$ cat src/rtl/w_update_pkg.sv
// Shared types and constants for the weight-update bank: FSM encoding,
// default geometry and the fixed-point rounding offset.
package w_update_pkg;

    localparam int unsigned W_DEF_WIDTH = 16;
    localparam int unsigned W_DEF_QP    = 12;
    localparam int unsigned W_DEF_TAPS  = 8;

    typedef enum logic [1:0] {
        ST_IDLE  = 2'd0,
        ST_RUN   = 2'd1,
        ST_DRAIN = 2'd2
    } w_state_e;

    // Half an output LSB, added before truncation for round-half-up.
    function automatic logic [63:0] round_offset(input int unsigned qp);
        round_offset = (qp == 0) ? 64'd0 : (64'd1 << (qp - 1));
    endfunction

endpackage

$ cat src/rtl/w_update_bank_if.sv
// Request/status bundle for w_update_bank: start, captured operands, busy/done
// status and the packed weight vector.
interface w_update_bank_if
    import w_update_pkg::*;
#(
    parameter int unsigned WIDTH = W_DEF_WIDTH,
    parameter int unsigned TAPS  = W_DEF_TAPS
);
    logic                    start;
    logic [WIDTH-1:0]        mu_error;
    logic [TAPS*WIDTH-1:0]   x_vec;
    logic                    busy;
    logic                    done;
    logic [TAPS*WIDTH-1:0]   w_out;

    modport master (
        output start, mu_error, x_vec,
        input  busy, done, w_out
    );

    modport slave (
        input  start, mu_error, x_vec,
        output busy, done, w_out
    );
endinterface

$ cat src/rtl/w_update_mac.sv
// One signed multiply per cycle: x * mu, round-half-up, slice back to WIDTH
// bits, then a single pipeline register carrying the term and its tap index.
module w_update_mac
    import w_update_pkg::*;
#(
    parameter int unsigned WIDTH = W_DEF_WIDTH,
    parameter int unsigned QP    = W_DEF_QP,
    parameter int unsigned IDXW  = 3
) (
    input  logic                    clk,
    input  logic                    reset,
    input  logic                    en_i,
    input  logic [IDXW-1:0]         idx_i,
    input  logic signed [WIDTH-1:0] x_i,
    input  logic signed [WIDTH-1:0] mu_i,
    output logic                    valid_o,
    output logic [IDXW-1:0]         idx_o,
    output logic signed [WIDTH-1:0] term_o
);
    localparam int unsigned PW = 2 * WIDTH;
    localparam logic [PW-1:0] RND = PW'(round_offset(QP));

    logic signed [PW-1:0]    x_ext;
    logic signed [PW-1:0]    mu_ext;
    logic signed [PW-1:0]    prod;
    logic [PW-1:0]           rounded;
    logic signed [WIDTH-1:0] term_d;

    logic                    valid_q;
    logic [IDXW-1:0]         idx_q;
    logic signed [WIDTH-1:0] term_q;

    always_comb begin
        x_ext   = {{WIDTH{x_i[WIDTH-1]}}, x_i};
        mu_ext  = {{WIDTH{mu_i[WIDTH-1]}}, mu_i};
        prod    = x_ext * mu_ext;
        rounded = prod + RND;
        term_d  = WIDTH'(rounded >> QP);
    end

    always_ff @(posedge clk) begin
        if (reset) begin
            valid_q <= 1'b0;
            idx_q   <= '0;
            term_q  <= '0;
        end else begin
            valid_q <= en_i;
            if (en_i) begin
                idx_q  <= idx_i;
                term_q <= term_d;
            end
        end
    end

    assign valid_o = valid_q;
    assign idx_o   = idx_q;
    assign term_o  = term_q;

endmodule

$ cat src/rtl/w_update_bank.sv
// Weight bank: walks the taps one per cycle through w_update_mac and adds each
// term into its weight. Define W_UPDATE_SAT_EN to saturate the add instead of wrapping.
module w_update_bank
    import w_update_pkg::*;
#(
    parameter int unsigned      WIDTH     = W_DEF_WIDTH,
    parameter int unsigned      QP        = W_DEF_QP,
    parameter int unsigned      TAPS      = W_DEF_TAPS,
    parameter logic [WIDTH-1:0] RESET_VAL = '0
) (
    input  logic            clk,
    input  logic            reset,
    w_update_bank_if.slave  bus
);
    localparam int unsigned     IDXW     = (TAPS > 1) ? $clog2(TAPS) : 1;
    localparam logic [IDXW-1:0] LAST_TAP = IDXW'(TAPS - 1);

    w_state_e                state_q, state_d;
    logic [IDXW-1:0]         tap_q, tap_d;
    logic                    done_q, done_d;
    logic                    accept;
    logic                    mac_en;

    logic signed [WIDTH-1:0] x_q [TAPS];
    logic signed [WIDTH-1:0] mu_q;
    logic signed [WIDTH-1:0] w_q [TAPS];

    logic                    mac_valid;
    logic [IDXW-1:0]         mac_idx;
    logic signed [WIDTH-1:0] mac_term;
    logic signed [WIDTH-1:0] w_sel;
    logic signed [WIDTH-1:0] w_sum;

    always_ff @(posedge clk) begin
        if (reset) begin
            state_q <= ST_IDLE;
            tap_q   <= '0;
            done_q  <= 1'b0;
        end else begin
            state_q <= state_d;
            tap_q   <= tap_d;
            done_q  <= done_d;
        end
    end

    always_comb begin
        state_d = state_q;
        tap_d   = tap_q;
        case (state_q)
            ST_IDLE: begin
                tap_d = '0;
                if (bus.start) state_d = ST_RUN;
            end
            ST_RUN: begin
                if (tap_q == LAST_TAP) begin
                    state_d = ST_DRAIN;
                    tap_d   = '0;
                end else begin
                    tap_d = tap_q + 1'b1;
                end
            end
            ST_DRAIN: state_d = ST_IDLE;
            default:  state_d = ST_IDLE;
        endcase
    end

    // done is registered from DRAIN so it lands in the first IDLE cycle,
    // which is also the cycle where a new start can be accepted.
    always_comb begin
        accept   = (state_q == ST_IDLE) && bus.start;
        mac_en   = (state_q == ST_RUN);
        done_d   = (state_q == ST_DRAIN);
        bus.busy = (state_q != ST_IDLE);
        bus.done = done_q;
    end

    always_ff @(posedge clk) begin
        if (accept) begin
            mu_q <= bus.mu_error;
            for (int unsigned k = 0; k < TAPS; k++) begin
                x_q[k] <= bus.x_vec[k*WIDTH +: WIDTH];
            end
        end
    end

    w_update_mac #(
        .WIDTH (WIDTH),
        .QP    (QP),
        .IDXW  (IDXW)
    ) u_mac (
        .clk     (clk),
        .reset   (reset),
        .en_i    (mac_en),
        .idx_i   (tap_q),
        .x_i     (x_q[tap_q]),
        .mu_i    (mu_q),
        .valid_o (mac_valid),
        .idx_o   (mac_idx),
        .term_o  (mac_term)
    );

`ifdef W_UPDATE_SAT_EN
    logic signed [WIDTH:0] wide_sum;

    always_comb begin
        w_sel    = w_q[mac_idx];
        wide_sum = {w_sel[WIDTH-1], w_sel} + {mac_term[WIDTH-1], mac_term};
        if (wide_sum[WIDTH] != wide_sum[WIDTH-1]) begin
            w_sum = wide_sum[WIDTH] ? {1'b1, {(WIDTH-1){1'b0}}}
                                    : {1'b0, {(WIDTH-1){1'b1}}};
        end else begin
            w_sum = wide_sum[WIDTH-1:0];
        end
    end
`else
    always_comb begin
        w_sel = w_q[mac_idx];
        w_sum = w_sel + mac_term;
    end
`endif

    always_ff @(posedge clk) begin
        if (reset) begin
            for (int unsigned k = 0; k < TAPS; k++) begin
                w_q[k] <= RESET_VAL;
            end
        end else if (mac_valid) begin
            w_q[mac_idx] <= w_sum;
        end
    end

    always_comb begin
        bus.w_out = '0;
        for (int unsigned k = 0; k < TAPS; k++) begin
            bus.w_out[k*WIDTH +: WIDTH] = w_q[k];
        end
    end

endmodule
$ cat src/flat_wrapper.sv
// flat-port wrapper written by rule: the top's interface ports become plain ports
module w_update_bank_flat import w_update_pkg::*;
#(
    parameter int unsigned      WIDTH     = W_DEF_WIDTH,
    parameter int unsigned      QP        = W_DEF_QP,
    parameter int unsigned      TAPS      = W_DEF_TAPS,
    parameter logic [WIDTH-1:0] RESET_VAL = '0
)
  (clk, reset, bus_start, bus_mu_error, bus_x_vec, bus_busy, bus_done, bus_w_out);
  w_update_bank_if #(.WIDTH(WIDTH), .TAPS(TAPS)) bus_i ();
  input  logic clk;
  input  logic reset;
  input wire logic [$bits(bus_i.start)-1:0] bus_start;
  input wire logic [$bits(bus_i.mu_error)-1:0] bus_mu_error;
  input wire logic [$bits(bus_i.x_vec)-1:0] bus_x_vec;
  output wire logic [$bits(bus_i.busy)-1:0] bus_busy;
  output wire logic [$bits(bus_i.done)-1:0] bus_done;
  output wire logic [$bits(bus_i.w_out)-1:0] bus_w_out;
  assign bus_i.start = bus_start;
  assign bus_i.mu_error = bus_mu_error;
  assign bus_i.x_vec = bus_x_vec;
  assign bus_busy = bus_i.busy;
  assign bus_done = bus_i.done;
  assign bus_w_out = bus_i.w_out;
  w_update_bank #(.WIDTH(WIDTH), .QP(QP), .TAPS(TAPS), .RESET_VAL(RESET_VAL)) u_core (.clk(clk), .reset(reset), .bus(bus_i));
endmodule
$ cat config.mk
export PLATFORM = sky130hd
export DESIGN_NAME = w_update_bank_flat
export DESIGN_NICKNAME = d
export VERILOG_FILES = /design/src/rtl/w_update_pkg.sv /design/src/rtl/w_update_bank_if.sv /design/src/rtl/w_update_mac.sv /design/src/rtl/w_update_bank.sv /design/src/flat_wrapper.sv
export SDC_FILE = /design/constraint.sdc
export NUM_CORES = 1
export LEC_CHECK = 0
export BUFFER_PORTS_ARGS = -buffer_cell sky130_fd_sc_hd__buf_4
export CAP_MARGIN = 20
export CORE_AREA = 2 2 251 253
export DETAILED_ROUTE_END_ITERATION = 6
export DIE_AREA = 0 0 253 255
export GPL_TIMING_DRIVEN = 0
export PLACE_DENSITY = 0.5
export SYNTH_ARGS = -nofsm -noshare
export SYNTH_HDL_FRONTEND = slang
export SYNTH_SLANG_ARGS = --single-unit
$ cat constraint.sdc
create_clock -name clk -period 20.9 [get_ports clk]
set_input_delay 4.18 -clock clk [delete_from_list [all_inputs] [get_ports clk]]
set_output_delay 4.18 -clock clk [all_outputs]
set_load 0.01 [all_outputs]
==> out/metrics.csv, run 1 <==
metric,value,unit
Post-synth EDFFs,272,
fraction of layout cells with a size suffix above 1,0.201,
Worst Max-Slew Pin Slew,1080,ps
kind of critical path,register to register,
Leakage Power,11.0,nW
vias in the first global route,15800,
CTS Buf Count,36,
ys flop type,edfxtp_1,
xor-xnor portion of the synthesized cell area,0.0169,
Mapped Area,0.0215,mm^2
crit path DAT,9270,ps
CTS tree,yes,
"Max FO, Critical Path",10,
Max IR drop VDD,0.000281,V
CTS root buffer,clkbuf_16,
post-CTS setup buffer count,0,
vias per std cell,4.89,
initial antenna violation count,1,
syn_nets,2270,
routability cong.,0.850,
die area,0.0645,mm^2
CTS H-tree lvls,2,
Detail Placement HPWL,46.4,mm
Worst EP required,21330,ps
HP Start,u_core.u_mac.term_o[2]$_SDFFE_PP0P_,
WL per Instance,19.8,um
total I/O pin count,277,
"Slew Viols, Final",0,
Final Core Density,0.417,
clock-pin slew on the worst setup and hold paths,60,ps
nets,2590,
Area Overhead vs Synth,20.3,%
cts hold-fix bufs,0,
setup TNS,0,ps
P_sw,0.00199,W
fraction of the mapped netlist area in simple logic gates,0.117,
"Min Clock Period, post-route",8840,ps
multiplexer share of the synthesized area,0.0820,
hold crit path type,register to register,
clock skew,31.8,ps
Cells after Synth,1804,
Antenna Nets Post-Route,0,
Synth Area in Compound Gates,0.0418,
Fmax,113,MHz
Sw Ratio,0.456,
adder-cell share of the synthesized area,0.266,
most frequent CP cell,fa_1,
Detailed Route Iter0 Violations,744,
Relative slew margins,0.283,
Crit path largest cell delay,820,ps
Yosys Warn Count,0,
pin count of the biggest net entering global routing,38,
part of the cycle the worst path needs,0.423,
Post-Route WL,58.4,mm
Pre-antenna DRT Iters,5,
Synth Register Bits,304,
Starting Density,0.346,
Residual DRC,0,
worst-skew pair later-pin latency,550,ps
CP max stage cell,mux2i_1,
Max-cap violations,0,
RSZ-0062 raised after global routing,no,
Avg Inst Size Synth,11.9,um^2
Comb pwr share,0.687,
Seq pwr share,0.166,
first-pass GRT wire length,90.5,mm
"Seq/Total Area, Yosys",0.409,
Sink Count,304,
DR vias,14400,
status,finished clean,
CP Capture Type,register,
post-synthesis cell type count,60,
# resized after CTS,0,
Die X,253,um
Clock Tree Buf Depth,3,
pwr/cell area,169,mW/mm^2
ys async rst share,0,
Port-buffer cells,276,
Fin. Hold Viols,0,
crit path cell chain,buf_2 -> buf_1 -> mux4_2 -> mux2i_1 -> clkbuf_1 -> nor2b_1 -> fa_1 -> fa_1 -> ha_1 -> fa_1 -> inv_1 -> fa_1 -> inv_1 -> fa_1 -> ha_1 -> a21o_1 -> a21oi_1 -> o31ai_1 -> nor3b_1 -> a21oi_1 -> a221oi_2 -> o2111a_1 -> a221o_1,
die span in y,255,um
largest family of logic cells by synthesized area,adder cells,
Core Region,0.0622,mm^2
internal power,0.00238,W
gr ovfl total,0,
Total GRT Usage,0.186,
Final setup viols,0,
clock power share,0.146,
critical path launch point type,register,
Cell Rows,92,
cells in the final DEF (no fill, tap or decap), types with 5 or more instances in the layout:
cell type	count
xnor2_1	23
mux2_2	26
bufinv_16	5
buf_4	277
nand2_1	158
o31ai_1	9
a21o_1	11
nor4_1	8
a211o_1	10
buf_1	12
o21ai_0	6
o211ai_1	10
o21ai_1	14
clkbuf_1	73
xor2_1	16
nor3_1	19
nand3b_1	10
inv_1	300
mux2i_1	11
nor2b_1	15
or3_1	8
dfxtp_1	32
mux4_2	60
ha_1	89
nand3_1	20
a21oi_1	32
nor2_1	149
clkbuf_16	36
and2_1	100
fa_1	230
clkinv_1	5
and3_1	5
edfxtp_1	272
nand2b_1	18
a31oi_1	14
Yosys cell counts (18+ instances only):
master	number	share of area
nand2_1	158	0.028
nand2b_1	18	0.0052
xnor2_1	23	0.0094
mux4_2	60	0.063
inv_1	300	0.052
nor2_1	150	0.026
clkbuf_1	66	0.012
nor3_1	19	0.0044
a21oi_1	32	0.0074
dfxtp_1	32	0.030
nand3_1	20	0.0047
fa_1	230	0.21
ha_1	89	0.052
and2_1	100	0.029
mux2_2	26	0.014
edfxtp_1	272	0.38
metal layers:
metal,up-vias,share of wire,global-route usage
met1,7380,0.43,0.246
met3,77,0.050,0.0316
met5,-,0,0
met4,0,0.026,0.0551
met2,352,0.49,0.315
li1,6625,-,-
per-stage QoR:
stage	setup slack (ps)	power, W	std cells	hold slack (ps)	instance area, um^2
2_1_floorplan	10070	0.00309	1804	430	21500
3_3_place_gp	7800	0.00377	2879	455	24600
3_5_place_dp	11920	0.00379	2883	458	24700
4_1_cts	11880	0.00445	2947	465	25900
5_1_grt	11440	0.00493	2951	485	25900
6_report	12060	0.00438	2951	461	25900
cell families (layout without fill, tap and decap cells):
| kind of cell | count (synthesis) | count (layout) |
|---|---|---|
| simple gates | 529 | 529 |
| buf+inv | 383 | 729 |
| fa+ha+maj | 319 | 319 |
| flops | 304 | 304 |
| compound gates | 131 | 131 |
| mux | 98 | 98 |
| xor+xnor | 40 | 40 |
| other cells | 0 | 2 |
path summary, 6_finish.rpt:
check	endpoint	slack, ps	depth (start not counted)
max	u_core.u_mac.term_o[15]$_SDFFE_PP0P_	12060	23
min	u_core.u_mac.term_o[2]$_SDFFE_PP0P_	460	2
max reg2reg	u_core.u_mac.term_o[15]$_SDFFE_PP0P_	12060	23
min reg2reg	u_core.u_mac.term_o[2]$_SDFFE_PP0P_	460	2
state kept, by name (all words and copies together) (netlist names), named ones only:
name                  cells
u_core.bus.done           1
u_core.mu_q              16
u_core.state_q            2
u_core.tap_q              3
u_core.u_mac.idx_o        3
u_core.u_mac.term_o      16
u_core.u_mac.valid_o      1
u_core.w_q              128
u_core.x_q              128
power by group through the flow:
| stage | logic [W] | clock network (W) | registers, W |
|---|---|---|---|
| 2_1_floorplan | 0.00235 | 0 | 0.000739 |
| 3_3_place_gp | 0.00302 | 0 | 0.000746 |
| 4_1_cts | 0.00307 | 0.000653 | 0.000728 |
| 5_1_grt | 0.00352 | 0.000678 | 0.000731 |
| 3_5_place_dp | 0.00305 | 0 | 0.000741 |
| 6_report | 0.00301 | 0.000640 | 0.000728 |
critical path: cells and delay by family, from the launching register on:
family | cells | cell delay, ps
flops | 1 | 300
compound gates | 7 | 2150
fa+ha+maj | 7 | 2930
simple gates | 2 | 250
mux | 2 | 1440
buf+inv | 5 | 1640
final cells by class:
type | instances | area (um^2)
inverters | 300 | 1130
clock buffers | 44 | 941
well taps | 799 | 1000
repair buffers | 282 | 2170
plain buffers | 83 | 327
diodes | 2 | 5.00
flip-flops and latches | 304 | 8810
multi-input cells | 1117 | 11300
fillers | 5975 | 36300
clock inverters | 20 | 250
(Power assumes the default switching activity.)
==> run 2: changes to the inputs <==
==> constraint.sdc (replaced) <==
create_clock -name clk -period 8.3 [get_ports clk]
set_input_delay 1.66 -clock clk [delete_from_list [all_inputs] [get_ports clk]]
set_output_delay 1.66 -clock clk [all_outputs]
set_load 0.01 [all_outputs]
==> out/metrics.csv, run 2 (synthesis results as in run 1) <==
metric,value,unit,change
status,finished clean,,
DR vias,14500,,+0.29%
Leakage Power,11.0,nW,about the same
total I/O pin count,277,,unchanged
crit path DAT,8300,ps,-970 ps
worst-case reg-to-reg path depth,24,,+4.3%
CTS tree,yes,,
Max-cap violations,0,,unchanged
Sw Ratio,0.461,,+0.00579
worst-skew pair later-pin latency,560,ps,about the same
Antenna Nets Post-Route,0,,unchanged
die span in y,255,um,unchanged
Pre-antenna DRT Iters,7,,+2
hold crit path type,register to register,,
Area Overhead vs Synth,20.4,%,about the same
kind of critical path,register to register,,
P_sw,0.00508,W,+150%
antenna cells,0,,-2
Cell Rows,92,,unchanged
Post-Route WL,58.8,mm,+0.60%
"commonest non-fill, non-tap cell in the layout",inv_1,,
Clock Tree Buf Depth,3,,unchanged
HP Start,u_core.u_mac.term_o[4]$_SDFFE_PP0P_,,
vias in the first global route,15700,,-0.27%
"commonest non-fill, non-tap cells in the layout","inv_1, buf_4, edfxtp_1",,
vias per std cell,4.91,,+0.32%
part of the cycle the worst path needs,0.948,,+0.525
Multi-input gate area,0.0113,mm^2,+0.19%
first-pass GRT wire length,91.9,mm,+1.5%
clock skew,44.4,ps,+12.5 ps
Worst Max-Slew Pin Slew,1110,ps,+37.4 ps
Final setup viols,0,,unchanged
internal power,0.00593,W,+150%
Detail Placement HPWL,46.6,mm,+0.50%
Residual DRC,0,,unchanged
CTS root buffer,clkbuf_16,,
biggest registers after layout,"u_core.w_q x128, u_core.x_q x128",,
fraction of layout cells with a size suffix above 1,0.204,,+0.00270
Worst R2R Setup Slack,430,ps,-11630 ps
initial antenna violation count,1,,unchanged
Hold Path End,u_core.u_mac.term_o[4]$_SDFFE_PP0P_,,
Fmax,127,MHz,+12%
"Max FO, Critical Path",10,,unchanged
CTS Buf Count,37,,+2.8%
critical path launch point type,register,,
Total GRT Usage,0.188,,+0.00227
gr ovfl total,0,,unchanged
CTS H-tree lvls,2,,unchanged
RSZ-0062 raised after global routing,no,,
"Min Clock Period, post-route",7870,ps,-969 ps
Starting Density,0.346,,unchanged
FF-to-FF End,u_core.u_mac.term_o[11]$_SDFFE_PP0P_,,
WL per Instance,19.9,um,+0.63%
"Slew Viols, Final",0,,unchanged
pin count of the biggest net entering global routing,38,,unchanged
filler cell count in the final layout,5966,,-0.15%
Worst EP required,8740,ps,-12590 ps
hold_ws,458,ps,-3.05 ps
die area,0.0645,mm^2,unchanged
Sink Count,304,,unchanged
FF/Latch Area,0.00881,mm^2,unchanged
Final Core Density,0.417,,about the same
worst hold path cell count,2,,unchanged
Comb pwr share,0.694,,+0.007
clock-pin slew on the worst setup and hold paths,60,ps,about the same
Relative slew margins,0.258,,-0.0249
CP Capture Type,register,,
nets,2591,,+0.039%
clock power share,0.140,,-0.006
Detailed Route Iter0 Violations,871,,+17%
Port-buffer cells,276,,unchanged
routability cong.,0.863,,+1.6%
Fin. Hold Viols,0,,unchanged
pwr/cell area,425,mW/mm^2,+150%
Max IR drop VDD,0.000707,V,+150%
Seq pwr share,0.166,,about the same
Die X,253,um,unchanged
cts hold-fix bufs,0,,unchanged
Core Region,0.0622,mm^2,unchanged
==> run 2: cell types whose count changed in the layout (fill, tap and decap cells not counted), moves of 2 or more <==
cell,previous run,this run
buf_1,12,7
buf_2,3,6
bufinv_16,5,2
clkbuf_2,0,3
clkinv_1,5,9
clkinv_2,4,1
clkinvlp_4,1,3
diode_2,2,0
inv_6,2,0
==> run 2: power by group through the flow <==
stage / combinational, W / sequential, W / clock (W)
final: 0.00764 / 0.00183 / 0.00154
after global routing: 0.00889 / 0.00184 / 0.00164
after CTS: 0.00774 / 0.00183 / 0.00158
after detailed placement: 0.00768 / 0.00187 / 0
after global placement: 0.00761 / 0.00187 / 0
after floorplan: 0.00592 / 0.00186 / 0
==> run 2: cell type report <==
cell class | instances | area share
timing repair buffer | 283 | 0.0849
clock buffer | 46 | 0.0370
multi-input combinational | 1117 | 0.436
sequential | 304 | 0.340
clock inverter | 19 | 0.00715
tap | 799 | 0.0386
buffer | 82 | 0.0130
inverter | 300 | 0.0435
==> run 2: worst max-delay path, cell delays in order (launching register included) <==
cell	delay, ps
dfxtp_1	320
buf_6	160
buf_2	300
buf_2	340
mux4_2	340
mux2_2	360
clkbuf_1	330
and2_1	280
fa_1	500
inv_1	50
fa_1	470
inv_1	50
fa_1	470
fa_1	570
fa_1	430
fa_1	440
ha_1	370
a21o_1	200
a21o_1	180
a21o_1	180
a21o_1	180
a221oi_1	410
nand2_1	190
a311o_1	390
a32o_1	250
==> run 2: metrics by stage <==
step / power [W] / area, um^2 / cells / TNS, ps / worst slack (ps)
2_1_floorplan: 0.00777 / 21500 / 1804 / 0 / 873
3_3_place_gp: 0.00948 / 24600 / 2879 / -3450 / -580
3_5_place_dp: 0.00954 / 24700 / 2883 / -4410 / -664
4_1_cts: 0.0112 / 25900 / 2948 / 0 / 77.6
5_1_grt: 0.0124 / 25900 / 2950 / 0 / 26.9
6_report: 0.0110 / 25900 / 2950 / 0 / 431
==> run 2: repair_timing <==
action | in CTS | in global routing
pin swaps | 0 | 0
gates resized for setup | 9 | 14
buffers inserted | 0 | 0
setup endpoints to repair | 14 | 6
==> run 2: worst max-delay path by stage <==
stage	from	end	slack, ps
3_5_place_dp	register	u_core.u_mac.term_o[15]$_SDFFE_PP0P_	-660
3_3_place_gp	register	u_core.u_mac.term_o[15]$_SDFFE_PP0P_	-580
5_1_grt	register	u_core.u_mac.term_o[11]$_SDFFE_PP0P_	30
6_report	register	u_core.u_mac.term_o[11]$_SDFFE_PP0P_	430
4_1_cts	register	u_core.u_mac.term_o[15]$_SDFFE_PP0P_	80
2_1_floorplan	register	u_core.u_mac.term_o[11]$_SDFFE_PP0P_	870
==> run 2: metal layers <==
| layer | wire [um] | global-route usage | up-vias |
|---|---|---|---|
| li1 | - | - | 6617 |
| met1 | 25000 | 0.253 | 7378 |
| met2 | 29400 | 0.322 | 388 |
| met3 | 2750 | 0.0238 | 93 |
| met4 | 1660 | 0.0539 | 0 |
| met5 | 0 | 0 | - |
